$ cat config.mk
export PLATFORM = sky130hd
export DESIGN_NAME = buffer_m1_stream_ctrl
export DESIGN_NICKNAME = d
export VERILOG_FILES = /design/src/rtl/buffer_m1_stream_ctrl.sv
export SDC_FILE = /design/constraint.sdc
export NUM_CORES = 1
export LEC_CHECK = 0
export BUFFER_PORTS_ARGS = -buffer_cell sky130_fd_sc_hd__clkbuf_2
export CORE_MARGIN = 3
export CORE_UTILIZATION = 35
export CTS_CLUSTER_DIAMETER = 120
export CTS_CLUSTER_SIZE = 8
export DETAILED_ROUTE_END_ITERATION = 12
export SYNTH_ARGS = -nofsm -noshare
export SYNTH_HDL_FRONTEND = slang
export SYNTH_SLANG_ARGS = --single-unit
$ cat constraint.sdc
create_clock -name clk -period 3.6 [get_ports clk]
set_input_delay 0.36 -clock clk [delete_from_list [all_inputs] [get_ports clk]]
set_output_delay 0.36 -clock clk [all_outputs]
set_load 0.01 [all_outputs]
$ cat src/rtl/buffer_m1_stream_ctrl.sv
// ---------------------------------------------------------------------------
// buffer_m1_stream_ctrl
//
// Initiator of the mode-1 control bundle towards the buffer bank array.
// On an accepted start it streams LEN read beats out of every selected bank
// into the PE array, then writes the PE results back WR_LAG advancing cycles
// after each read. It finishes with a one-cycle done pulse.
//
// Optional build macro: BUF_M1_SKEW_EN
//   Defined     : systolic skew. Bank i sees its read and write beats i extra
//                 advancing cycles after bank 0. The completion waits for the
//                 last write of bank N_BUF-1.
//   Not defined : all banks share the same beat timing and no skew
//                 registers exist.
//
// Ports
//   clk, rst_n   clock, asynchronous active-low reset
//   start        single-cycle request, sampled only in IDLE
//   bank_mask    participating banks            (latched at start)
//   rd_base      first read address             (latched at start)
//   wr_base      first write address            (latched at start)
//   len          beats to stream, 0..2^ADDR_RAM (latched at start)
//   stall        PE back-pressure; freezes all progress for that cycle
//   m1_r_en      per-bank read enable
//   m1_r_addr    per-bank read address  (unpacked, one entry per bank)
//   m1_w_en      per-bank write enable
//   m1_w_addr    per-bank write address (unpacked, one entry per bank)
//   busy         high from the cycle after an accepted start until done
//   done         one-cycle completion pulse
// ---------------------------------------------------------------------------
module buffer_m1_stream_ctrl #(
   parameter int N_BUF    = 8,
   parameter int ADDR_RAM = 10,
   parameter int WR_LAG   = 4
) (
   input  logic                clk,
   input  logic                rst_n,
   input  logic                start,
   input  logic [N_BUF-1:0]    bank_mask,
   input  logic [ADDR_RAM-1:0] rd_base,
   input  logic [ADDR_RAM-1:0] wr_base,
   input  logic [ADDR_RAM:0]   len,
   input  logic                stall,
   output logic [N_BUF-1:0]    m1_r_en,
   output logic [ADDR_RAM-1:0] m1_r_addr [N_BUF],
   output logic [N_BUF-1:0]    m1_w_en,
   output logic [ADDR_RAM-1:0] m1_w_addr [N_BUF],
   output logic                busy,
   output logic                done
);

   typedef enum logic [1:0] {
      IDLE  = 2'd0,
      READ  = 2'd1,
      DRAIN = 2'd2,
      DONE  = 2'd3
   } state_t;

   localparam logic [ADDR_RAM:0]   LEN_ONE  = {{ADDR_RAM{1'b0}}, 1'b1};
   localparam logic [ADDR_RAM-1:0] ADDR_ONE = {{(ADDR_RAM-1){1'b0}}, 1'b1};

   state_t              state_r;
   state_t              state_s;

   // Configuration latched at start
   logic [N_BUF-1:0]    mask_r;
   logic [ADDR_RAM-1:0] wr_base_r;
   logic [ADDR_RAM:0]   len_r;

   // Read beat currently presented (index rc_r), write counter
   logic                r_vld_r;
   logic [ADDR_RAM-1:0] r_addr_r;
   logic [ADDR_RAM:0]   rc_r;
   logic [ADDR_RAM:0]   wc_r;

   // Lag pipe: bit j set means a read beat issued j+1 advancing cycles ago.
   // The last stage is the write beat currently presented.
   logic [WR_LAG-1:0]   pipe_r;
   logic [WR_LAG:0]     chain_s;
   logic [ADDR_RAM-1:0] w_addr_r;
   logic                w_last_r;

   logic                busy_r;
   logic                done_r;

   logic                adv_s;
   logic                r_issue_s;
   logic                r_last_s;
   logic                w_load_s;
   logic                w_done_s;

   // Per-bank view of the beat stream; stage i drives bank i
   logic                rs_vld_s  [N_BUF];
   logic [ADDR_RAM-1:0] rs_addr_s [N_BUF];
   logic                ws_vld_s  [N_BUF];
   logic [ADDR_RAM-1:0] ws_addr_s [N_BUF];
   logic                ws_last_s [N_BUF];

   // Progress qualifiers shared by the FSM and the datapath
   always_comb begin
      adv_s     = ~stall;
      chain_s   = {pipe_r, r_vld_r};
      r_issue_s = r_vld_r & adv_s;
      r_last_s  = r_issue_s & (rc_r == (len_r - LEN_ONE));
      // A beat enters the last pipe stage: it becomes the next write beat
      w_load_s  = adv_s & chain_s[WR_LAG-1];
      // The final write of the slowest bank retires
      w_done_s  = adv_s & ws_vld_s[N_BUF-1] & ws_last_s[N_BUF-1];
   end

   // Next-state logic
   always_comb begin
      state_s = state_r;
      case (state_r)
         IDLE: begin
            if (start) begin
               if (len != {(ADDR_RAM+1){1'b0}}) begin
                  state_s = READ;
               end else begin
                  state_s = DONE;
               end
            end else begin
               state_s = IDLE;
            end
         end
         READ: begin
            if (r_last_s) begin
               state_s = DRAIN;
            end else begin
               state_s = READ;
            end
         end
         DRAIN: begin
            if (w_done_s) begin
               state_s = DONE;
            end else begin
               state_s = DRAIN;
            end
         end
         DONE:    state_s = IDLE;
         default: state_s = IDLE;
      endcase
   end

   // State register
   always_ff @(posedge clk or negedge rst_n) begin
      if (!rst_n) begin
         state_r <= IDLE;
      end else begin
         state_r <= state_s;
      end
   end

   // Configuration capture on an accepted start
   always_ff @(posedge clk or negedge rst_n) begin
      if (!rst_n) begin
         mask_r    <= {N_BUF{1'b0}};
         wr_base_r <= {ADDR_RAM{1'b0}};
         len_r     <= {(ADDR_RAM+1){1'b0}};
      end else if ((state_r == IDLE) && start) begin
         mask_r    <= bank_mask;
         wr_base_r <= wr_base;
         len_r     <= len;
      end
   end

   // Read beat generator: beat 0 is loaded at accept, later beats on issue
   always_ff @(posedge clk or negedge rst_n) begin
      if (!rst_n) begin
         r_vld_r  <= 1'b0;
         r_addr_r <= {ADDR_RAM{1'b0}};
         rc_r     <= {(ADDR_RAM+1){1'b0}};
      end else if ((state_r == IDLE) && start && (len != {(ADDR_RAM+1){1'b0}})) begin
         r_vld_r  <= 1'b1;
         r_addr_r <= rd_base;
         rc_r     <= {(ADDR_RAM+1){1'b0}};
      end else if (r_last_s) begin
         // Address is held so the bus never shows a fresh value after the end
         r_vld_r  <= 1'b0;
      end else if (r_issue_s) begin
         r_addr_r <= r_addr_r + ADDR_ONE;
         rc_r     <= rc_r + LEN_ONE;
      end
   end

   // Lag pipe, advancing only on non-stalled cycles
   always_ff @(posedge clk or negedge rst_n) begin
      if (!rst_n) begin
         pipe_r <= {WR_LAG{1'b0}};
      end else if (adv_s) begin
         pipe_r <= chain_s[WR_LAG-1:0];
      end
   end

   // Write beat address/last tracking as beats enter the last pipe stage
   always_ff @(posedge clk or negedge rst_n) begin
      if (!rst_n) begin
         w_addr_r <= {ADDR_RAM{1'b0}};
         w_last_r <= 1'b0;
         wc_r     <= {(ADDR_RAM+1){1'b0}};
      end else if ((state_r == IDLE) && start) begin
         wc_r     <= {(ADDR_RAM+1){1'b0}};
      end else if (w_load_s) begin
         w_addr_r <= wr_base_r + wc_r[ADDR_RAM-1:0];
         w_last_r <= (wc_r == (len_r - LEN_ONE));
         wc_r     <= wc_r + LEN_ONE;
      end
   end

   // Registered status outputs follow the next state
   always_ff @(posedge clk or negedge rst_n) begin
      if (!rst_n) begin
         busy_r <= 1'b0;
         done_r <= 1'b0;
      end else begin
         busy_r <= (state_s == READ) || (state_s == DRAIN);
         done_r <= (state_s == DONE);
      end
   end

`ifdef BUF_M1_SKEW_EN
   // Skew delay lines; stage i (i>=1) is stage i-1 one advancing cycle later
   logic                rk_vld_r  [1:N_BUF-1];
   logic [ADDR_RAM-1:0] rk_addr_r [1:N_BUF-1];
   logic                wk_vld_r  [1:N_BUF-1];
   logic [ADDR_RAM-1:0] wk_addr_r [1:N_BUF-1];
   logic                wk_last_r [1:N_BUF-1];

   // Stage 0 is the unskewed beat; higher stages come from the delay lines
   always_comb begin
      rs_vld_s[0]  = r_vld_r;
      rs_addr_s[0] = r_addr_r;
      ws_vld_s[0]  = pipe_r[WR_LAG-1];
      ws_addr_s[0] = w_addr_r;
      ws_last_s[0] = w_last_r;
      for (int i = 1; i < N_BUF; i++) begin
         rs_vld_s[i]  = rk_vld_r[i];
         rs_addr_s[i] = rk_addr_r[i];
         ws_vld_s[i]  = wk_vld_r[i];
         ws_addr_s[i] = wk_addr_r[i];
         ws_last_s[i] = wk_last_r[i];
      end
   end

   // Delay-line shift on advancing cycles
   always_ff @(posedge clk or negedge rst_n) begin
      if (!rst_n) begin
         for (int i = 1; i < N_BUF; i++) begin
            rk_vld_r[i]  <= 1'b0;
            rk_addr_r[i] <= {ADDR_RAM{1'b0}};
            wk_vld_r[i]  <= 1'b0;
            wk_addr_r[i] <= {ADDR_RAM{1'b0}};
            wk_last_r[i] <= 1'b0;
         end
      end else if (adv_s) begin
         for (int i = 1; i < N_BUF; i++) begin
            rk_vld_r[i]  <= rs_vld_s[i-1];
            rk_addr_r[i] <= rs_addr_s[i-1];
            wk_vld_r[i]  <= ws_vld_s[i-1];
            wk_addr_r[i] <= ws_addr_s[i-1];
            wk_last_r[i] <= ws_last_s[i-1];
         end
      end
   end
`else
   // Every bank shares the unskewed beat
   always_comb begin
      for (int i = 0; i < N_BUF; i++) begin
         rs_vld_s[i]  = r_vld_r;
         rs_addr_s[i] = r_addr_r;
         ws_vld_s[i]  = pipe_r[WR_LAG-1];
         ws_addr_s[i] = w_addr_r;
         ws_last_s[i] = w_last_r;
      end
   end
`endif

   // Bus drive: enables are masked per bank and dropped in a stalled cycle,
   // addresses stay at their registered value
   always_comb begin
      m1_r_en = {N_BUF{1'b0}};
      m1_w_en = {N_BUF{1'b0}};
      for (int i = 0; i < N_BUF; i++) begin
         m1_r_en[i]   = rs_vld_s[i] & mask_r[i] & adv_s;
         m1_r_addr[i] = rs_addr_s[i];
         m1_w_en[i]   = ws_vld_s[i] & mask_r[i] & adv_s;
         m1_w_addr[i] = ws_addr_s[i];
      end
   end

   assign busy = busy_r;
   assign done = done_r;

endmodule

==> results of run 1 <==
==> area by class of cell <==
cell class,instances,area [um^2],share of cell area [%]
multi-input combinational,398,2450,39.4
clock inverter,1,5.00,0.0802
sequential,81,2030,32.5
tap,216,270,4.33
inverter,19,71.3,1.14
timing repair buffer,228,1160,18.7
clock buffer,12,246,3.95
==> final timing paths <==
path	slack, ns	from	depth (start not counted)	end
setup / recovery	0.35	len_r[0]	10	busy
hold / removal	0.09	rst_n	1	mask_r[1]
setup reg to reg	0.35	len_r[0]	10	busy
hold reg to reg	0.47	pipe_r[3]	1	pipe_r[3]
max in group asynchronous	2.70	rst_n	2	rc_r[3]
min in group clk	0.21	bank_mask[0]	3	mask_r[0]
==> metrics by stage <==
| step | worst slack, ns | utilization (%) | hold slack [ns] | std cells | area [um^2] |
|---|---|---|---|---|---|
| after floorplan | 0.587 | - | 0.0644 | 661 | 5750 |
| after global placement | 0.377 | 37.4 | 0.450 | 942 | 5990 |
| after detailed placement | 0.385 | 37.4 | 0.458 | 942 | 5990 |
| after CTS | 0.370 | 39.0 | 0.126 | 955 | 6240 |
| after global routing | 0.0861 | 39.0 | 0.161 | 955 | 6240 |
| final | 0.350 | 39.0 | 0.0884 | 955 | 6240 |
==> cell families after synthesis <==
group	count (synthesis)
multiplexers	11
AO/OA/AOI/OAI	75
flip-flops	81
AND/OR/NAND/NOR	248
adder cells (fa/ha/maj)	15
buffers and inverters	182
XOR/XNOR	49
==> per-layer routing <==
metal  GRT usage (%)  wire (um)
met1            20.4       6230
met2            21.8       5940
met3            2.81        801
met4            4.92        180
met5               0          0
==> worst reg2reg max path: stages (launching register included) <==
cell and delay, ns:
dfrtp_1 0.45, inv_1 0.10, ha_1 0.26, nor4b_1 0.44
nand2_1 0.19, mux2i_1 0.21, o2111a_1 0.33, or3b_2 0.52
nor3_1 0.22, a2bb2oi_1 0.19, ha_1 0.24
==> placed cells by master, fill, tap and decap left out, types with 3 or more instances in the layout <==
| cell | instances |
|---|---|
| inv_1 | 19 |
| o21ai_0 | 22 |
| a21oi_1 | 14 |
| nand3_1 | 8 |
| or4_1 | 3 |
| o31ai_1 | 6 |
| dfrtp_1 | 81 |
| nand2_1 | 130 |
| nor2_1 | 34 |
| nand2b_1 | 7 |
| a31oi_1 | 3 |
| xor2_1 | 18 |
| nor3b_1 | 4 |
| nand4_1 | 13 |
| clkbuf_16 | 9 |
| a2111oi_0 | 4 |
| nor3_1 | 8 |
| buf_4 | 9 |
| ha_1 | 14 |
| a31o_2 | 5 |
| nor2b_1 | 3 |
| and2_1 | 18 |
| mux2_2 | 3 |
| nor4_1 | 5 |
| xnor2_1 | 28 |
| clkbuf_2 | 219 |
| mux2i_1 | 7 |
==> power by group through the flow <==
stage / registers (mW) / logic [mW] / clock network, mW
after floorplan: 1.70 / 2.86 / 0
after detailed placement: 1.82 / 3.00 / 0
after CTS: 1.81 / 3.01 / 0.852
after global placement: 1.80 / 3.00 / 0
final: 1.79 / 2.98 / 0.824
after global routing: 1.88 / 3.30 / 0.888
==> sequential cells by signal, indices dropped and copies added, names as in the netlist, 2 cells and up <==
signal	flops
mask_r	8
w_addr_r	10
wr_base_r	10
rc_r	11
r_addr_r	10
len_r	11
state_r	2
pipe_r	4
wc_r	11
==> run metrics, run 1 <==
Leakage Power 3.24 nW; setup repair bufs after CTS 0; htree depth 3; max-cap check violation count 0; Yosys warnings 0; vias in the first global route slightly below 4000; Vias approximately 4300; pins over their slew limit 0; run status finished clean; Worst path top cell family by delay simple AND/OR/NAND/NOR gates; Netlist cell types 61; Crit. End Element flop; mean instance size in the synthesized netlist ~8.7 um^2; number of register bits inferred by synthesis slightly above 80; critical path launch point type flop; Switching Share a little under half; Die Area around 0.018 mm^2; sequential-to-total area share from yosys stat 35.3%; normalized max-slew margin roughly 46%; first-pass GRT wire length between 20000 and 25000 um; post-cts sizing count 0; share of the synthesized area in compound gates (AO/OA/AOI/OAI) approximately 8.7%; TritonCTS clock tree built; hpwl dp just under 10000 um; PortBufs between 200 and 250; effective utilization at floorplan 35.9%; Iteration-0 DRC Markers around 190; slowest library cell on the worst path or3b_2; leading register cell type out of synthesis dfrtp_1; cell-internal power 3.05 mW; share of the synthesized area in the top cell type 35.3%; count of endpoints failing setup in the final report 0; Final Wtd Congestion 0.902; worst voltage drop across the vdd grid just under 0.0004 V; setup repair after global routing missed its margin no; overall power of the completed layout ~5.6 mW; clock insertion delay at the later pin of the skew report between 0.3 and 0.4 ns; Clock Pin Slew Worst Setup and Hold Paths about 0.060 ns; main combinational cell family by area after synthesis buffers and inverters; DRT antenna net count 0; maximum clock frequency about 0.31 GHz; number of sinks on the clock net 81; DR DRC count 0; largest fanout on the critical path 6; Detailed Routing Iterations Pass 1 4; most frequently used cell type in the post-synthesis netlist buf_4; Synth Area in XOR/XNOR 8.40%; data arrival time of the critical path 3.47 ns; clock buffer depth 2; die width 134 um; post-synthesis async set-or-reset flop share between 90% and 100%; classification of the worst-slack hold path primary input to asynchronous set/reset pin; fraction of final layout cells sized beyond drive strength 1 approximately a third; grt ovf 0; register share of total power about 32%; net count after synthesis 719; final setup TNS 0 ns; Worst EP required roughly 3.8 ns; die extent in y approximately 130 um; CTS Root Cell clkbuf_16; Total Nets Final between 700 and 800; Switching Power 2.54 mW; number of placement rows 46; top post-synthesis cells by count 140 x buf_4, 130 x nand2_1, 81 x dfrtp_1, 34 x nor2_1, 28 x xnor2_1; Mapped Area 0.00575 mm^2; count of buffering cells on the critical path with inverters included 1; fraction of the mapped netlist area in adder cells under 10%; hold buffer count at cts 0; path type of the worst setup path flop to flop; clock group share of total power between 10 and 15%; total count of hold-check failures in the final report 0; clock period minus final worst setup slack roughly 3.2 ns; I/O pin total between 200 and 250; count of antenna diodes in the layout 0; Inserted Clock Buffers 9; total length of routed wires around 13000 um; antenna violations before repair 0; transition time at the pin with the least slew margin slightly above 0.8 ns; Max Clock Skew 0.00521 ns; floorplan core area between 0.015 and 0.02 mm^2; number of filler instances in the final layout approximately 1700; slowest cell delay on critical path approximately 0.52 ns; Most common cell on crit path ha_1; Post-synth EDFFs 0; most area-hungry cell type in the Yosys netlist dfrtp_1; all-layer global routing usage 14.3%; power density cells between 800 and 900 mW/mm^2; fin crit share 90.3%; leading post-synthesis cells by cell area dfrtp_1 35%, buf_4 18%, nand2_1 8.5%, xnor2_1 4.3%, ha_1 3.0%; pin count of the biggest net entering global routing between 50 and 60; synthesized instance count around 660; mux share of post-synthesis cell area slightly above 2%; synthesized-area fraction occupied by and/or/nand/nor cells between 20% and 30%; critical path, cell by cell inv_1, ha_1, nor4b_1, nand2_1, mux2i_1, o2111a_1, or3b_2, nor3_1, a2bb2oi_1, ha_1; Area growth, synth to finish 8.53%; power share of the combinational group roughly 53%; Vias/cell ~4.6; average wire per cell in the routed design 13.8 um
(Power assumes the default switching activity.)
==> run 2, diff against run 1 <==
--- a/config.mk
+++ b/config.mk
@@ -6,11 +6,14 @@
 export NUM_CORES = 1
 export LEC_CHECK = 0
 export BUFFER_PORTS_ARGS = -buffer_cell sky130_fd_sc_hd__clkbuf_2
+export CELL_PAD_IN_SITES_DETAIL_PLACEMENT = 1
+export CELL_PAD_IN_SITES_GLOBAL_PLACEMENT = 1
 export CORE_MARGIN = 3
 export CORE_UTILIZATION = 35
 export CTS_CLUSTER_DIAMETER = 120
 export CTS_CLUSTER_SIZE = 8
 export DETAILED_ROUTE_END_ITERATION = 12
+export PLACE_DENSITY_LB_ADDON = 0.1
 export SYNTH_ARGS = -nofsm -noshare
 export SYNTH_HDL_FRONTEND = slang
 export SYNTH_SLANG_ARGS = --single-unit
==> constraint.sdc (replaced) <==
create_clock -name clk -period 3.6 [get_ports clk]
set_input_delay 0.18 -clock clk [delete_from_list [all_inputs] [get_ports clk]]
set_output_delay 0.18 -clock clk [all_outputs]
set_load 0.01 [all_outputs]
==> run 2 against run 1 <==
Net effect: register-to-register slack lost 0.08 ns; clock skew is 0.0037 ns higher; sequential share of layout area shrank 0.37 points.
==> run metrics, run 2 (synthesis gave the netlist of run 1 again) <==
run status finished clean; commonest cells after routing, fill and taps aside 219 x clkbuf_2, 130 x nand2_1, 81 x dfrtp_1; fraction of final layout cells sized beyond drive strength 1 a little over a third; Vias around 4500; number of placement rows 46; pin count of the biggest net entering global routing 82; data arrival time of the critical path about 3.6 ns; DRT antenna net count 0; path type of the worst setup path flop to flop; number of filler instances in the final layout just under 2000; Detailed Routing Iterations Pass 1 4; worst voltage drop across the vdd grid roughly 0.00036 V; I/O pin total 221; count of endpoints failing setup in the final report 0; pins over their slew limit 0; transition time at the pin with the least slew margin around 1.1 ns; Critical R2R Launch len_r[0]; Total Nets Final ~800; clock buffer depth 2; normalized max-slew margin between 20 and 30%; power density cells around 900 mW/mm^2; number of sinks on the clock net just over 80; all-layer global routing usage between 15 and 20%; maximum clock frequency around 0.3 GHz; setup repair after global routing missed its margin no; CTS Root Cell clkbuf_16; Area growth, synth to finish 9.77%; effective utilization at floorplan 35.9%; R2R setup slack between 0.2 and 0.3 ns; Iteration-0 DRC Markers 141; Inserted Clock Buffers 9; hold path endpoint mask_r[7]; Leakage Power 3.27 nW; die width 134 um; sequential cell area ~0.002 mm^2; reg-to-reg critical path endpoint busy; fin crit share 92.4%; die extent in y approximately 130 um; antenna violations before repair 0; setup repair bufs after CTS 0; Worst EP required 3.82 ns; area of combinational cells with multiple inputs 0.00247 mm^2; overall power of the completed layout roughly 5.8 mW; average wire per cell in the routed design 15.5 um; htree depth 3; Vias/cell roughly 4.7; floorplan core area approximately 0.016 mm^2; clock period minus final worst setup slack 3.33 ns; classification of the worst-slack hold path primary input to flop; hpwl dp between 10000 and 15000 um; Final Wtd Congestion 0.793; R2R cell count 10; vias in the first global route approximately 4500; DR DRC count 0; clock insertion delay at the later pin of the skew report approximately 0.35 ns; commonest non-fill, non-tap cell in the layout clkbuf_2; hold-critical path depth 3; total length of routed wires about 15000 um; TritonCTS clock tree built; Clock Pin Slew Worst Setup and Hold Paths approximately 0.07 ns; largest fanout on the critical path 6; final setup TNS 0 ns; critical path launch point type flop; total count of hold-check failures in the final report 0; Worst Hold Launch bank_mask[7]; PortBufs 220; grt ovf 0; first-pass GRT wire length roughly 24000 um; count of antenna diodes in the layout 0; top flop regs len_r x11, rc_r x11, wc_r x11; max-cap check violation count 0; Crit. End Element flop; Max Clock Skew 0.00894 ns; Die Area about 0.018 mm^2
-- run 2: what timing repair did --
action,in CTS,in global routing
setup endpoints to repair,0,1
resized for setup,0,3
hold buffers,0,0
-- run 2: final cells by class --
| type | count | share of cell area [%] |
|---|---|---|
| Clock buffer | 11 | 3.85 |
| Multi-Input combinational cell | 398 | 39.2 |
| Clock inverter | 5 | 0.872 |
| Timing Repair Buffer | 229 | 18.6 |
| Sequential cell | 81 | 32.1 |
| Inverter | 19 | 1.13 |
| Tap cell | 216 | 4.28 |
-- run 2: worst max-delay path: stages (launching register included) --
cell and delay [ns]:
dfrtp_1 0.47, inv_1 0.10, ha_1 0.29, xnor2_1 0.31, xnor2_1 0.11, a311oi_1 0.29, o2111a_1 0.36, or3b_2 0.53
nor3_1 0.23, a2bb2oi_1 0.24, ha_1 0.27
-- run 2: power by group --
part / total (mW) / switching, mW / internal [mW] / leakage [nW]
registers: 1.80 / 0.548 / 1.25 / 1.02
logic: 3.06 / 1.72 / 1.35 / 2.11
clock network: 0.942 / 0.388 / 0.554 / 0.142
total: 5.80 / 2.65 / 3.15 / 3.27
-- run 2: worst max-delay path by stage --
| stage | slack [ns] | to | startpoint |
|---|---|---|---|
| 2_1_floorplan | 0.59 | busy | len_r[2] |
| 6_report | 0.27 | busy | len_r[0] |
| 4_1_cts | 0.19 | busy | len_r[0] |
| 3_3_place_gp | 0.37 | busy | len_r[2] |
| 3_5_place_dp | 0.21 | busy | len_r[2] |
| 5_1_grt | 0.1 | busy | len_r[0] |
-- run 2: stage by stage --
step                      cells  instance area (um^2)  setup slack [ns]  util [%]  hold slack (ns)
final                       959                  6310             0.273      39.4           0.0222
after global placement      943                  5990             0.373      37.5            0.375
after floorplan             661                  5750             0.587         -           -0.116
after detailed placement    943                  5990             0.208      37.5            0.381
after CTS                   959                  6290             0.189      39.3           0.0106
after global routing        959                  6310            0.0959      39.4           0.0303
-- run 2: metal layers --
metal | vias up | track usage, % | part of all wire [%]
met1 | 2187 | 22.8 | 48
met2 | 123 | 26.4 | 46
li1 | 2207 | - | -
met3 | 10 | 3.00 | 4.6
met4 | 0 | 3.90 | 0.93
met5 | - | 0 | 0
